### src/rtl/alu_src_arbiter.sv
// alu_src_arbiter
//   Grants the ALU to one of three operand sources (Manual, CPU, UART_RX),
//   steers the operand mux, waits out the ALU latency, captures the result
//   and pulses done back to the granted source.
//
// Ports
//   clk        in   system clock, rising edge
//   rst_n      in   asynchronous reset, active-low
//   req[2:0]   in   requests: [0] Manual, [1] CPU, [2] UART_RX
//   alu_result in   combinational ALU output for the muxed operands
//   mode[1:0]  out  operand-mux select (00 Manual, 01 CPU, 10 UART_RX)
//   grant[2:0] out  one-hot grant, same bit order as req
//   busy       out  high from SETUP through DONE
//   done[2:0]  out  one-cycle pulse to the granted source, result valid then
//   result     out  captured ALU result, held until the next capture
module alu_src_arbiter #(
  parameter int         ALU_LAT   = 1,
  parameter bit         RR_EN     = 1'b1,
  parameter logic [1:0] MODE_IDLE = 2'b01
) (
  input  logic       clk,
  input  logic       rst_n,
  input  logic [2:0] req,
  input  logic [7:0] alu_result,
  output logic [1:0] mode,
  output logic [2:0] grant,
  output logic       busy,
  output logic [2:0] done,
  output logic [7:0] result
);

  localparam logic [1:0] S_IDLE  = 2'd0;
  localparam logic [1:0] S_SETUP = 2'd1;
  localparam logic [1:0] S_EXEC  = 2'd2;
  localparam logic [1:0] S_DONE  = 2'd3;

  // Counter only has to hold ALU_LAT-1.
  localparam int               CNT_W    = (ALU_LAT > 1) ? $clog2(ALU_LAT) : 1;
  localparam logic [CNT_W-1:0] LAT_LOAD = CNT_W'(ALU_LAT - 1);

  logic [1:0]       state;
  logic [1:0]       win;
  logic [1:0]       rr_ptr;
  logic [CNT_W-1:0] lat_cnt;
  logic [1:0]       win_next;

  // Source index successor, modulo 3.
  function automatic logic [1:0] next_idx(input logic [1:0] i);
    return (i == 2'd2) ? 2'd0 : i + 2'd1;
  endfunction

  function automatic logic [2:0] onehot(input logic [1:0] i);
    logic [2:0] oh;
    oh = 3'b000;
    case (i)
      2'd0:    oh = 3'b001;
      2'd1:    oh = 3'b010;
      2'd2:    oh = 3'b100;
      default: oh = 3'b000;
    endcase
    return oh;
  endfunction

  // Winner among the set request bits. Round-robin starts the search at ptr;
  // fixed priority lets the lowest index win.
  function automatic logic [1:0] pick_winner(input logic [2:0] r, input logic [1:0] ptr);
    logic [1:0] idx;
    logic [1:0] w;
    logic       found;
    w     = 2'd0;
    found = 1'b0;
    idx   = ptr;
    if (RR_EN) begin
      for (int k = 0; k < 3; k++) begin
        if (!found && r[idx]) begin
          w     = idx;
          found = 1'b1;
        end
        idx = next_idx(idx);
      end
    end else begin
      if (r[0])      w = 2'd0;
      else if (r[1]) w = 2'd1;
      else if (r[2]) w = 2'd2;
    end
    return w;
  endfunction

  assign win_next = pick_winner(req, rr_ptr);

  always_ff @(posedge clk or negedge rst_n) begin
    if (!rst_n) begin
      state   <= S_IDLE;
      mode    <= MODE_IDLE;
      grant   <= 3'b000;
      busy    <= 1'b0;
      done    <= 3'b000;
      result  <= 8'h00;
      rr_ptr  <= 2'd0;
      lat_cnt <= '0;
      win     <= 2'd0;
    end else begin
      case (state)
        S_IDLE: begin
          done <= 3'b000;
          if (|req) begin
            win   <= win_next;
            grant <= onehot(win_next);
            mode  <= win_next;
            busy  <= 1'b1;
            state <= S_SETUP;
          end
        end

        // One cycle for operands to settle through the mux.
        S_SETUP: begin
          if (!req[win]) begin
            // Abort: source withdrew; pointer still moves on to avoid starvation.
            grant  <= 3'b000;
            busy   <= 1'b0;
            mode   <= MODE_IDLE;
            rr_ptr <= next_idx(win);
            state  <= S_IDLE;
          end else begin
            lat_cnt <= LAT_LOAD;
            state   <= S_EXEC;
          end
        end

        S_EXEC: begin
          if (!req[win]) begin
            grant  <= 3'b000;
            busy   <= 1'b0;
            mode   <= MODE_IDLE;
            rr_ptr <= next_idx(win);
            state  <= S_IDLE;
          end else if (lat_cnt == '0) begin
            result <= alu_result;
            done   <= grant;
            state  <= S_DONE;
          end else begin
            lat_cnt <= lat_cnt - 1'b1;
          end
        end

        // A request still high here is not an abort; it competes again in IDLE.
        S_DONE: begin
          done   <= 3'b000;
          grant  <= 3'b000;
          busy   <= 1'b0;
          mode   <= MODE_IDLE;
          rr_ptr <= next_idx(win);
          state  <= S_IDLE;
        end

        default: state <= S_IDLE;
      endcase
    end
  end

endmodule

### config.mk
export PLATFORM = sky130hd
export DESIGN_NAME = alu_src_arbiter
export DESIGN_NICKNAME = d
export VERILOG_FILES = /design/src/rtl/alu_src_arbiter.sv
export SDC_FILE = /design/constraint.sdc
export NUM_CORES = 1
export LEC_CHECK = 0
export ABC_AREA = 1
export BUFFER_PORTS_ARGS = -buffer_cell sky130_fd_sc_hd__buf_2
export CAP_MARGIN = 20
export CORE_MARGIN = 4
export CORE_UTILIZATION = 51
export CTS_CLUSTER_DIAMETER = 40
export DETAILED_ROUTE_END_ITERATION = 10
export HOLD_SLACK_MARGIN = 0.05
export PLACE_DENSITY = 0.73
export REMOVE_ABC_BUFFERS = 1
export SETUP_SLACK_MARGIN = 0.4
export SYNTH_ARGS = -nofsm -noshare
export SYNTH_HDL_FRONTEND = slang
export SYNTH_SLANG_ARGS = --single-unit
### constraint.sdc
create_clock -name clk -period 2.05 [get_ports clk]
set_clock_uncertainty 0.15 [all_clocks]
set_input_delay 0.41 -clock clk [delete_from_list [all_inputs] [get_ports clk]]
set_output_delay 0.41 -clock clk [all_outputs]
set_load 0.01 [all_outputs]
==> results of run 1 <==
-- synth_stat cells --
cell | instances | share of area
mux2_4 | 8 | 0.10
o2111ai_1 | 1 | 0.0073
nand2_8 | 1 | 0.017
a31oi_1 | 1 | 0.0052
a21oi_1 | 2 | 0.0084
nand2_1 | 27 | 0.085
a31oi_4 | 1 | 0.018
nand3_1 | 6 | 0.025
o22ai_1 | 1 | 0.0052
nand3_2 | 2 | 0.017
nand3_4 | 1 | 0.015
o21ai_4 | 1 | 0.014
buf_2 | 1 | 0.0042
inv_1 | 14 | 0.044
nor2_1 | 9 | 0.028
o21ai_0 | 2 | 0.0084
nand4_1 | 2 | 0.010
dfstp_2 | 1 | 0.022
o21ai_1 | 6 | 0.025
nor2_2 | 1 | 0.0052
o21ai_2 | 1 | 0.0073
dfrtp_1 | 22 | 0.46
nand2_2 | 3 | 0.016
o211ai_1 | 1 | 0.0063
ha_1 | 4 | 0.042
inv_2 | 2 | 0.0063
-- critical path, delay by kind of cell (launching register included) --
family / cells / cell delay (ps)
flops: 1 / 430
fa+ha+maj: 1 / 340
mux: 1 / 320
simple gates: 1 / 140
buf+inv: 1 / 100
-- final cells by class --
| class | count | area share |
|---|---|---|
| Multi-Input combinational cell | 81 | 0.3892 |
| Tap cell | 28 | 0.02443 |
| Timing Repair Buffer | 33 | 0.1239 |
| Clock buffer | 4 | 0.01832 |
| Inverter | 16 | 0.04188 |
| Sequential cell | 23 | 0.4023 |
-- metrics by stage --
step | hold WS, ps | power [mW] | setup WS (ps) | util
floorplan | -35.59 | 1.645 | 565.2 | -
global placement | 260.2 | 1.930 | 488.4 | 0.6146
detailed placement | 261.9 | 1.968 | 452.4 | 0.6146
CTS | 167.4 | 2.179 | 423.2 | 0.6308
global route | 160.2 | 2.419 | 377.2 | 0.6420
finish | 172.9 | 2.204 | 453.8 | 0.6420
-- flip-flops by register name (all words and copies together), names as in the netlist --
signal,count
busy,1
done,3
grant,3
mode,2
result,8
rr_ptr,2
state,2
win,2
-- worst max-delay path by stage --
stage	slack (ps)	depth (start not counted)	endpoint
after floorplan	570	4	result[0]
after global placement	490	7	mode[0]
after detailed placement	450	6	rr_ptr[0]
after CTS	420	6	rr_ptr[0]
after global routing	380	8	grant[0]
final	450	4	result[5]
-- per-layer routing --
layer	GRT usage	up-vias	routed length, µm
met2	0.2624	24	1089
li1	-	474	-
met1	0.2032	450	1030
met3	0.04138	4	145
met5	0	-	0
met4	0.07119	0	42
-- power by group through the flow --
stage               sequential, mW  combinational (mW)  clock [mW]
global placement             0.799                1.13           0
finish                       0.803                1.20       0.204
global route                 0.840                1.35       0.231
floorplan                    0.870               0.774           0
detailed placement           0.816                1.15           0
CTS                          0.806                1.16       0.211
-- logic make-up (layout without fill, tap and decap cells) --
group                    Yosys count  count (layout)  synth area share
flip-flops                        23              23            0.4817
buffers and inverters             17              53           0.05433
AND/OR/NAND/NOR                   52              52            0.2174
adder cells (fa/ha/maj)            4               4           0.04180
multiplexers                       8               8            0.1003
AO/OA/AOI/OAI                     17              17            0.1045
-- timing repair --
action                                 CTS  global route
gates resized for setup                  0             1
endpoints found under the hold margin   22             0
setup endpoints to repair                0            19
hold buffers                             1             0
setup buffers                            0             3
==> reports/metrics.yaml, run 1 <==
share_of_post_route_cells_with_drive_strength_above_1: 0.3694
top_library_cells_by_usage_in_the_layout_fill_and_taps_aside: "buf_2, nand2_1, dfrtp_1, inv_1, nor2_1"
postRouteWirelength_mm: 2.308
placement_stage_cell_area_mm2: 0.001373
hold_path_startpoint: "alu_result[4]"
clk_latency_ps: 310
grt_first_pass_wirelength_mm: 4.105
rr_startpoint: "state[0]"
drc_markers: 0
critical_r2r_capture: "result[5]"
hold_violations: 0
maxSlewViolCount: 0
num-nets-final: 175
floorplan.core_area_mm2: 0.002233
hp-class: "input port to register"
timing.setup.critical_path_class: "register to register"
syn-cell-area_mm2: 0.001197
timing.hold.worst_endpoint: "result[4]"
htree_levels: 1
total_area_of_multi_input_combinational_cells_um2: 558.0
cp.arrival_ps: 1640
required_ps: 2090
vias: 952
drt-vias-per-instance: 5.146
gp_congestion: 0.8333
drt-initial-drc-count: 13
clk_root_buffer_cell: "clkbuf_4"
ys.warnings.count: 0
postLayoutCellArea_mm2: 0.001434
timing.slew.headroom: 0.6678
fillCellCount: 189
max_cap_viol_count: 0
finalWorstPathRequiredPeriod_ps: 1596
routed_wire_length_per_instance_um: 12.48
io_pins: 30
synth_area_per_cell_um2: 9.896
worst-r2r-cell-count: 4
diodes: 0
clk_pin_slew_worst_paths_ps: 130
postSynthCellCount: 121
achievable-frequency_mhz: 626.5
dp_cells: 177
grt_setup_unrepaired: "true"
internal_power_consumption_mw: 1.272
die-width_um: 56.46
first_global_vias: 932
row_count: 17
tritoncts_clock_tree: "yes"
io_buffers: 29
initial_core_util: 0.5361
synth-seq-area-share: 0.4817
die_y_um: 56.46
power.net_switching_mw: 0.9329
setup_viol: 0
drt-pass1-iter-count: 4
pleak_nw: 0.7717
fin_crit_sh: 0.7787
pin_count_of_the_biggest_net_entering_global_routing: 24
grt.overflow.total: 0
worstPathCellList: "inv_1 > ha_1 > nand2_8 > mux2_4"
grt_use_total: 0.1623
final_common_cell: "buf_2"
seq_power_share: 0.364
setup.worst_path.start: "state[0]"
ys_types: 26
clockBufferDepth: 2
endpoint_kind: "register"
worst_path_largest_cell_delay_ps: 430
dp_hpwl_mm: 1.749
cp_slowest_cell: "dfrtp_1"
postRouteAntennaNets: 0
worstSetupStartpointType: "register"
worst_hold_path.num_cells: 2
timing.reg2reg.setup_slack_ps: 450
setup-tns-final_ps: 0
path_max_fanout: 10
clock_power_share: 0.092
num_cts_buffers: 3
power_switching_share: 0.4232
post_layout_nonfiller_instances: 185
area_delta_synth_final_pct: 19.75
ir_drop_uv: 982.4
die_area_mm2: 0.003187
cts.sink_count: 23
outcome: "complete, no violations"
regArea_um2: 576.8
power_per_cell_area_mw_per_mm2: 1537
tightest_slew_ps: 498.3
power.share.combinational: 0.543
yosys_register_bits: 23
antenna_found_initial: 0
(Power assumes the default switching activity.)
==> run 2: changes to the inputs <==
ABC_AREA = 0   (was 1)
CORE_UTILIZATION = 46   (was 51)
PLACE_DENSITY = 0.7   (was 0.73)
clock period = 1.4 ns   (was 2.05 ns; I/O delays follow)
==> run 2 against run 1 <==
The flow now finishes with violations (setup timing). Core utilization increased by 16 points. Setup slack worse by 720 ps. Sequential power rose by 44%. Largest power group unchanged. Final area is 29% higher. Register-to-register slack got worse by 720 ps. Fmax is 4.5% lower. Critical path type unchanged. Synthesized area fell by 4.3%. Hold slack lost 130 ps. Synthesized cell count shrank 18%. Via count up 12%. Sequential share of layout area is 9.0 points lower. Global-route usage rose by 4.4 points.
==> reports/metrics.yaml, run 2 <==
floorplan.core_area_mm2: 0.002297  # +2.9%
synth_largest_type_area_fraction: 0.4803  # +0.02058
synth_area_leader_cell: "dfrtp_1"
pleak_nw: 0.9805  # +27%
initial_core_util: 0.4989  # -0.03722
ir_drop_uv: 1679  # +71%
timing.final.ws_setup_ps: -270.7  # -724.4 ps
drt-pass1-iter-count: 4  # unchanged
yosys_register_bits: 23  # unchanged
grt_setup_unrepaired: "true"
largestRegisters: "result (8), done (3), grant (3)"
cts.hold.buffers_added: 1  # unchanged
tritoncts_clock_tree: "yes"
dp_cells: 172  # -2.8%
failing_checks: "setup timing"
cp_slowest_cell: "dfrtp_1"
postRouteAntennaNets: 0  # unchanged
post-route-util: 0.8066  # +0.1646
outcome: "complete, but fails checks"
endpoint_kind: "register"
fin_crit_sh: 1.193  # +0.4147
diodes: 0  # unchanged
postRouteWirelength_mm: 3.340  # +45%
hold_violations: 0  # unchanged
timing.setup.critical_path_class: "register to register"
grt_first_pass_wirelength_mm: 5.271  # +28%
gp_congestion: 0.8897  # +6.8%
num-nets-final: 193  # +10%
pin_count_of_the_biggest_net_entering_global_routing: 24  # unchanged
grt_use_total: 0.2068  # +0.04447
htree_levels: 1  # unchanged
num_cts_buffers: 3  # unchanged
timing.slew.headroom: 0.7831  # +0.1153
die-width_um: 57.92  # +2.6%
synth-edff-count: 0  # unchanged
top_library_cells_by_usage_in_the_layout_fill_and_taps_aside: "buf_4, buf_2, dfrtp_1, mux2_4, buf_6"
antenna_found_initial: 0  # unchanged
ys_types: 31  # +19%
io_pins: 30  # unchanged
timing.reg2reg.setup_slack_ps: -270  # -720 ps
maxSlewViolCount: 0  # unchanged
dp_hpwl_mm: 2.002  # +14%
share_of_post_route_cells_with_drive_strength_above_1: 0.6800  # +0.3106
post-synth-top-count-cell: "dfrtp_1"
ys.warnings.count: 0  # unchanged
synth_area_per_cell_um2: 11.58  # +17%
max_cap_viol_count: 0  # unchanged
die_y_um: 57.92  # +2.6%
synthFlopType: "dfrtp_1"
row_count: 17  # unchanged
clockBufferDepth: 2  # unchanged
achievable-frequency_mhz: 598.6  # -4.5%
clk_latency_ps: 310  # about the same
required_ps: 1460  # -630 ps
synth-seq-area-share: 0.5033  # +0.02156
asyncSetResetFlopFracSynth: 1.000  # unchanged
cp.arrival_ps: 1730  # +90 ps
largest_register_ffs: 8  # unchanged
setup_viol: 22  # +22
synthTopCellsByArea: "dfrtp_1, mux2_4, ha_1, o21ai_0, mux2_2"
routed_wire_length_per_instance_um: 16.45  # +32%
final_common_cell: "buf_4"
postSynthCellCount: 99  # -18%
power_per_cell_area_mw_per_mm2: 2368  # +54%
cts.sink_count: 23  # unchanged
setup-tns-final_ps: -4833  # -4833 ps
path_max_fanout: 5  # -5
vias: 1065  # +12%
post_layout_nonfiller_instances: 203  # +9.7%
first_global_vias: 1098  # +18%
area_delta_synth_final_pct: 61.68
critical_path.n_buffers_inverters: 1  # unchanged
io_buffers: 29  # unchanged
tightest_slew_ps: 325.3  # -173.0 ps
clk_pin_slew_worst_paths_ps: 130  # about the same
crit_family: "compound AO/OA/AOI/OAI gates"
worstSetupStartpointType: "register"
clk_root_buffer_cell: "clkbuf_4"
hp-class: "input port to register"
drt-vias-per-instance: 5.246  # +2.0%
register_with_the_highest_flop_count: "result"
worst_path_largest_cell_delay_ps: 400  # -30 ps
synth_commonest_cells: "dfrtp_1, nand2_1, o21ai_0"
fillCellCount: 129  # -32%
finalWorstPathRequiredPeriod_ps: 1671  # +74.41 ps
drt-initial-drc-count: 32  # +19
syn-cell-area_mm2: 0.001146  # -4.3%
drc_markers: 0  # unchanged
grt.overflow.total: 0  # unchanged
die_area_mm2: 0.003354  # +5.2%
worstPathCellList: "mux2i_2 > o22ai_4 > buf_6 > a22o_4 > a32o_1"
## run 2: changes by cell type after synthesis, sizes merged, moves of 3 or more
cell,previous run,this run
nand2,31,11
inv,16,6
nor2,10,2
nand3,9,3
a22o,0,4
nor2b,0,4
mux2,8,11
## run 2: path summary, 6_finish.rpt
| check | to | depth (start not counted) | startpoint |
|---|---|---|---|
| worst max-delay path | grant[0] | 5 | win[0] |
| worst min-delay path | result[4] | 2 | alu_result[4] |
| worst max register to register | grant[0] | 5 | win[0] |
| worst min register to register | mode[0] | 2 | mode[0] |
| max in group asynchronous | mode[0] | 2 | rst_n |
| min in group asynchronous | done[2] | 2 | rst_n |
## run 2: what timing repair did
item                                    4_1_cts  5_1_grt
setup buffers                                13       12
endpoints found under the setup margin       40       63
cloned                                        0        1
endpoints found under the hold margin        30        8
gates resized for setup                      31       19
pin swaps                                    12        9
## run 2: metrics by stage
stage / setup WS [ps] / cell area [µm²] / total power [mW] / hold slack, ps
after floorplan: -350.6 / 1115 / 2.186 / -165.6
after global placement: -209.8 / 1445 / 2.935 / 123.1
after detailed placement: -265.5 / 1445 / 2.980 / 126.8
after CTS: -264.6 / 1685 / 3.874 / 37.40
after global routing: -332.3 / 1853 / 4.682 / 22.17
final: -270.7 / 1853 / 4.388 / 40.73
## run 2: cell type report
class	instances	area, µm²	area share
multi-input cells	67	654.4	0.3531
repair buffers	75	535.5	0.2890
inverters	6	22.52	0.01215
flip-flops and latches	23	578.1	0.3120
clock inverters	1	5.005	0.002701
clock buffers	3	22.52	0.01215
well taps	28	35.03	0.01891
## run 2: report_power, final
| group | internal, mW | switching, mW | total, mW |
|---|---|---|---|
| Clock | 0.107 | 0.204 | 0.311 |
| Sequential | 0.948 | 0.213 | 1.16 |
| Combinational | 1.70 | 1.21 | 2.92 |
## run 2: routing by layer
layer	GRT usage	vias up	part of all wire
li1	-	504	-
met3	0.03341	8	0.037
met4	0.08940	0	0.030
met5	0	-	0
met2	0.3500	27	0.52
met1	0.2595	526	0.42
## run 2: cell families (layout without fill, tap and decap cells)
family                     after synthesis  count (layout)  share of synthesized area
and+or+nand+nor                         27              28                     0.1179
AOI/OAI and AO/OA                       23              23                     0.1485
DFF                                     23              23                     0.5033
muxes                                   12              12                     0.1397
buffers and inverters                   10              85                    0.04693
adders and majority gates                4               4                    0.04367
==> run 3: changes to the inputs <==
CELL_PAD_IN_SITES_DETAIL_PLACEMENT = 2   (was default)
CELL_PAD_IN_SITES_GLOBAL_PLACEMENT = 2   (was default)
CORE_UTILIZATION = 29   (was 46)
PLACE_DENSITY = 0.69   (was 0.7)
==> run 3 against run 2 <==
Largest power group unchanged. Largest cell class unchanged. Global-route usage decreased by 1.0 points. Routed wire length up 46%. The run ends with hold timing, setup timing left. Clock power rose by 41%. Hold slack got worse by 230 ps. Final cell count grew 9.9%. Setup slack lost 27 ps.
==> reports/metrics.yaml, run 3 (synthesized netlist as in run 2, its figures left out) <==
max_cap_viol_count: 0  # unchanged
endpoint_kind: "register"
failing_checks: "hold timing, setup timing"
grt_first_pass_wirelength_mm: 7.210  # +37%
hold_violations: 22  # +22
timing.slew.headroom: 0.6499  # -0.1332
dp_worst_setup_slack_ps: -276.8  # -11.25 ps
drt-initial-drc-count: 19  # -41%
floorplan.core_area_mm2: 0.003744  # +63%
antenna_found_initial: 0  # unchanged
die_area_mm2: 0.005022  # +50%
cp.arrival_ps: 1710  # -20 ps
drt-vias-per-instance: 4.834  # -7.9%
initial_core_util: 0.3061  # -0.1928
clk_latency_ps: 270  # -40 ps
path_max_fanout: 5  # unchanged
worstSetupStartpointType: "register"
tritoncts_clock_tree: "yes"
vias: 1078  # +1.2%
grt.overflow.total: 0  # unchanged
share_of_post_route_cells_with_drive_strength_above_1: 0.6743  # -0.005714
timing.final.ws_setup_ps: -297.6  # -26.92 ps
die-width_um: 70.87  # +22%
largestRegisters: "result (8), done (3), grant (3)"
dp_hpwl_mm: 2.727  # +36%
placement_stage_cell_area_mm2: 0.001470  # +1.7%
drt-pass1-iter-count: 4  # unchanged
die_y_um: 70.87  # +22%
postRouteAntennaNets: 0  # unchanged
largest_register_ffs: 8  # unchanged
dp_cells: 192  # +12%
io_pins: 30  # unchanged
row_count: 22  # +5
io_buffers: 29  # unchanged
ir_drop_uv: 940.8  # -44%
required_ps: 1410  # -50 ps
register_with_the_highest_flop_count: "result"
area_delta_synth_final_pct: 69.21
clk_root_buffer_cell: "clkbuf_8"
timing.setup.critical_path_class: "register to register"
clockBufferDepth: 2  # unchanged
setup_viol: 21  # -4.5%
grt_setup_unrepaired: "true"
grt_util_met2: 0.3728  # +0.02281
diodes: 0  # unchanged
top_library_cells_by_usage_in_the_layout_fill_and_taps_aside: "buf_4, buf_2, dfrtp_1, buf_6, nand2_1"
grt_use_met3: 0.01847  # -0.01494
pin_count_of_the_biggest_net_entering_global_routing: 24  # unchanged
tightest_slew_ps: 525.1  # +199.8 ps
num-nets-final: 193  # unchanged
gp_congestion: 0.8118  # -8.8%
post-route-util: 0.5180  # -0.2886
postLayoutCellArea_mm2: 0.001939  # +4.7%
achievable-frequency_mhz: 589.1  # -1.6%
outcome: "complete, but fails checks"
drc_markers: 0  # unchanged
post_layout_nonfiller_instances: 223  # +9.9%
routed_wire_length_per_instance_um: 21.87  # +33%
hp-class: "input port to asynchronous set/reset pin"
htree_levels: 1  # unchanged
final_common_cell: "buf_4"
global_route_track_usage_on_met1: 0.2190  # -0.04047
pleak_nw: 0.9767  # -0.39%
num_cts_buffers: 3  # unchanged
final.hold.worst_slack_ps: -184.5  # -225.2 ps
clk_pin_slew_worst_paths_ps: 90  # -40 ps
maxSlewViolCount: 0  # unchanged
finalWorstPathRequiredPeriod_ps: 1698  # +26.92 ps
postRouteWirelength_mm: 4.877  # +46%
gr_peak_layer: "met2"
setup-tns-final_ps: -4895  # -62.05 ps
grt_use_total: 0.1968  # -0.01005
first_global_vias: 1259  # +15%
power_per_cell_area_mw_per_mm2: 2485  # +5.0%
cts.sink_count: 23  # unchanged
fin_crit_sh: 1.213  # +0.01923
run 3: cell count changes in the layout (fill, tap and decap cells not counted), moves of 2 or more:
cell      delta
nand2_1      +2
nand2_8      +2
clkbuf_8     +3
buf_6        +5
o21ai_0      +3
nand2_2      -2
o21ai_1      -3
mux2_4       -4
clkbuf_4     -4
nand2_4      -2
buf_4        -2
mux2_2       +4
run 3: path summary, 6_finish.rpt:
path,from,endpoint,slack [ps],cells past startpoint
worst max-delay path,win[0],grant[0],-300,5
worst min-delay path,rst_n,rr_ptr[0],-180,1
worst max register to register,win[0],grant[0],-300,5
worst min register to register,result[6],result[6],380,1
max in group asynchronous,rst_n,mode[0],910,1
min in group clk,alu_result[2],result[2],90,2
run 3: final cells by class:
type / instances / area [µm²]
inverters: 6 / 27.53
clock buffers: 3 / 41.29
multi-input cells: 67 / 674.4
fillers: 390 / 1804
clock inverters: 1 / 5.005
well taps: 48 / 60.06
repair buffers: 75 / 554.3
flip-flops and latches: 23 / 576.8
run 3: report_power, final:
group / internal [mW] / switching [mW]
combinational: 1.75 / 1.46
clock: 0.200 / 0.240
sequential: 0.948 / 0.222
run 3: metrics by stage:
step	total power, mW	hold slack [ps]
floorplan	2.186	-165.6
global route	5.126	-146.5
CTS	4.364	-149.2
finish	4.820	-184.5
detailed placement	3.077	150.1
global placement	2.960	138.7
run 3: repair_timing:
| action | in CTS | in global routing |
|---|---|---|
| setup endpoints to repair | 40 | 40 |
| buffers inserted | 17 | 9 |
| cloned | 1 | 0 |
| endpoints found under the hold margin | 22 | 22 |
| pin swaps | 11 | 6 |
| gates resized for setup | 40 | 11 |
run 3: critical path, stage by stage, from the launching register on:
cell and delay, ps:
dfrtp_1 380, mux2i_1 240, o22ai_2 150, buf_6 160, a22o_4 270, a32o_2 240
run 3: layer usage:
metal | share of wire | vias up
met5 | 0 | -
met4 | 0.016 | 0
met3 | 0.015 | 7
met2 | 0.58 | 13
met1 | 0.39 | 557
li1 | - | 501
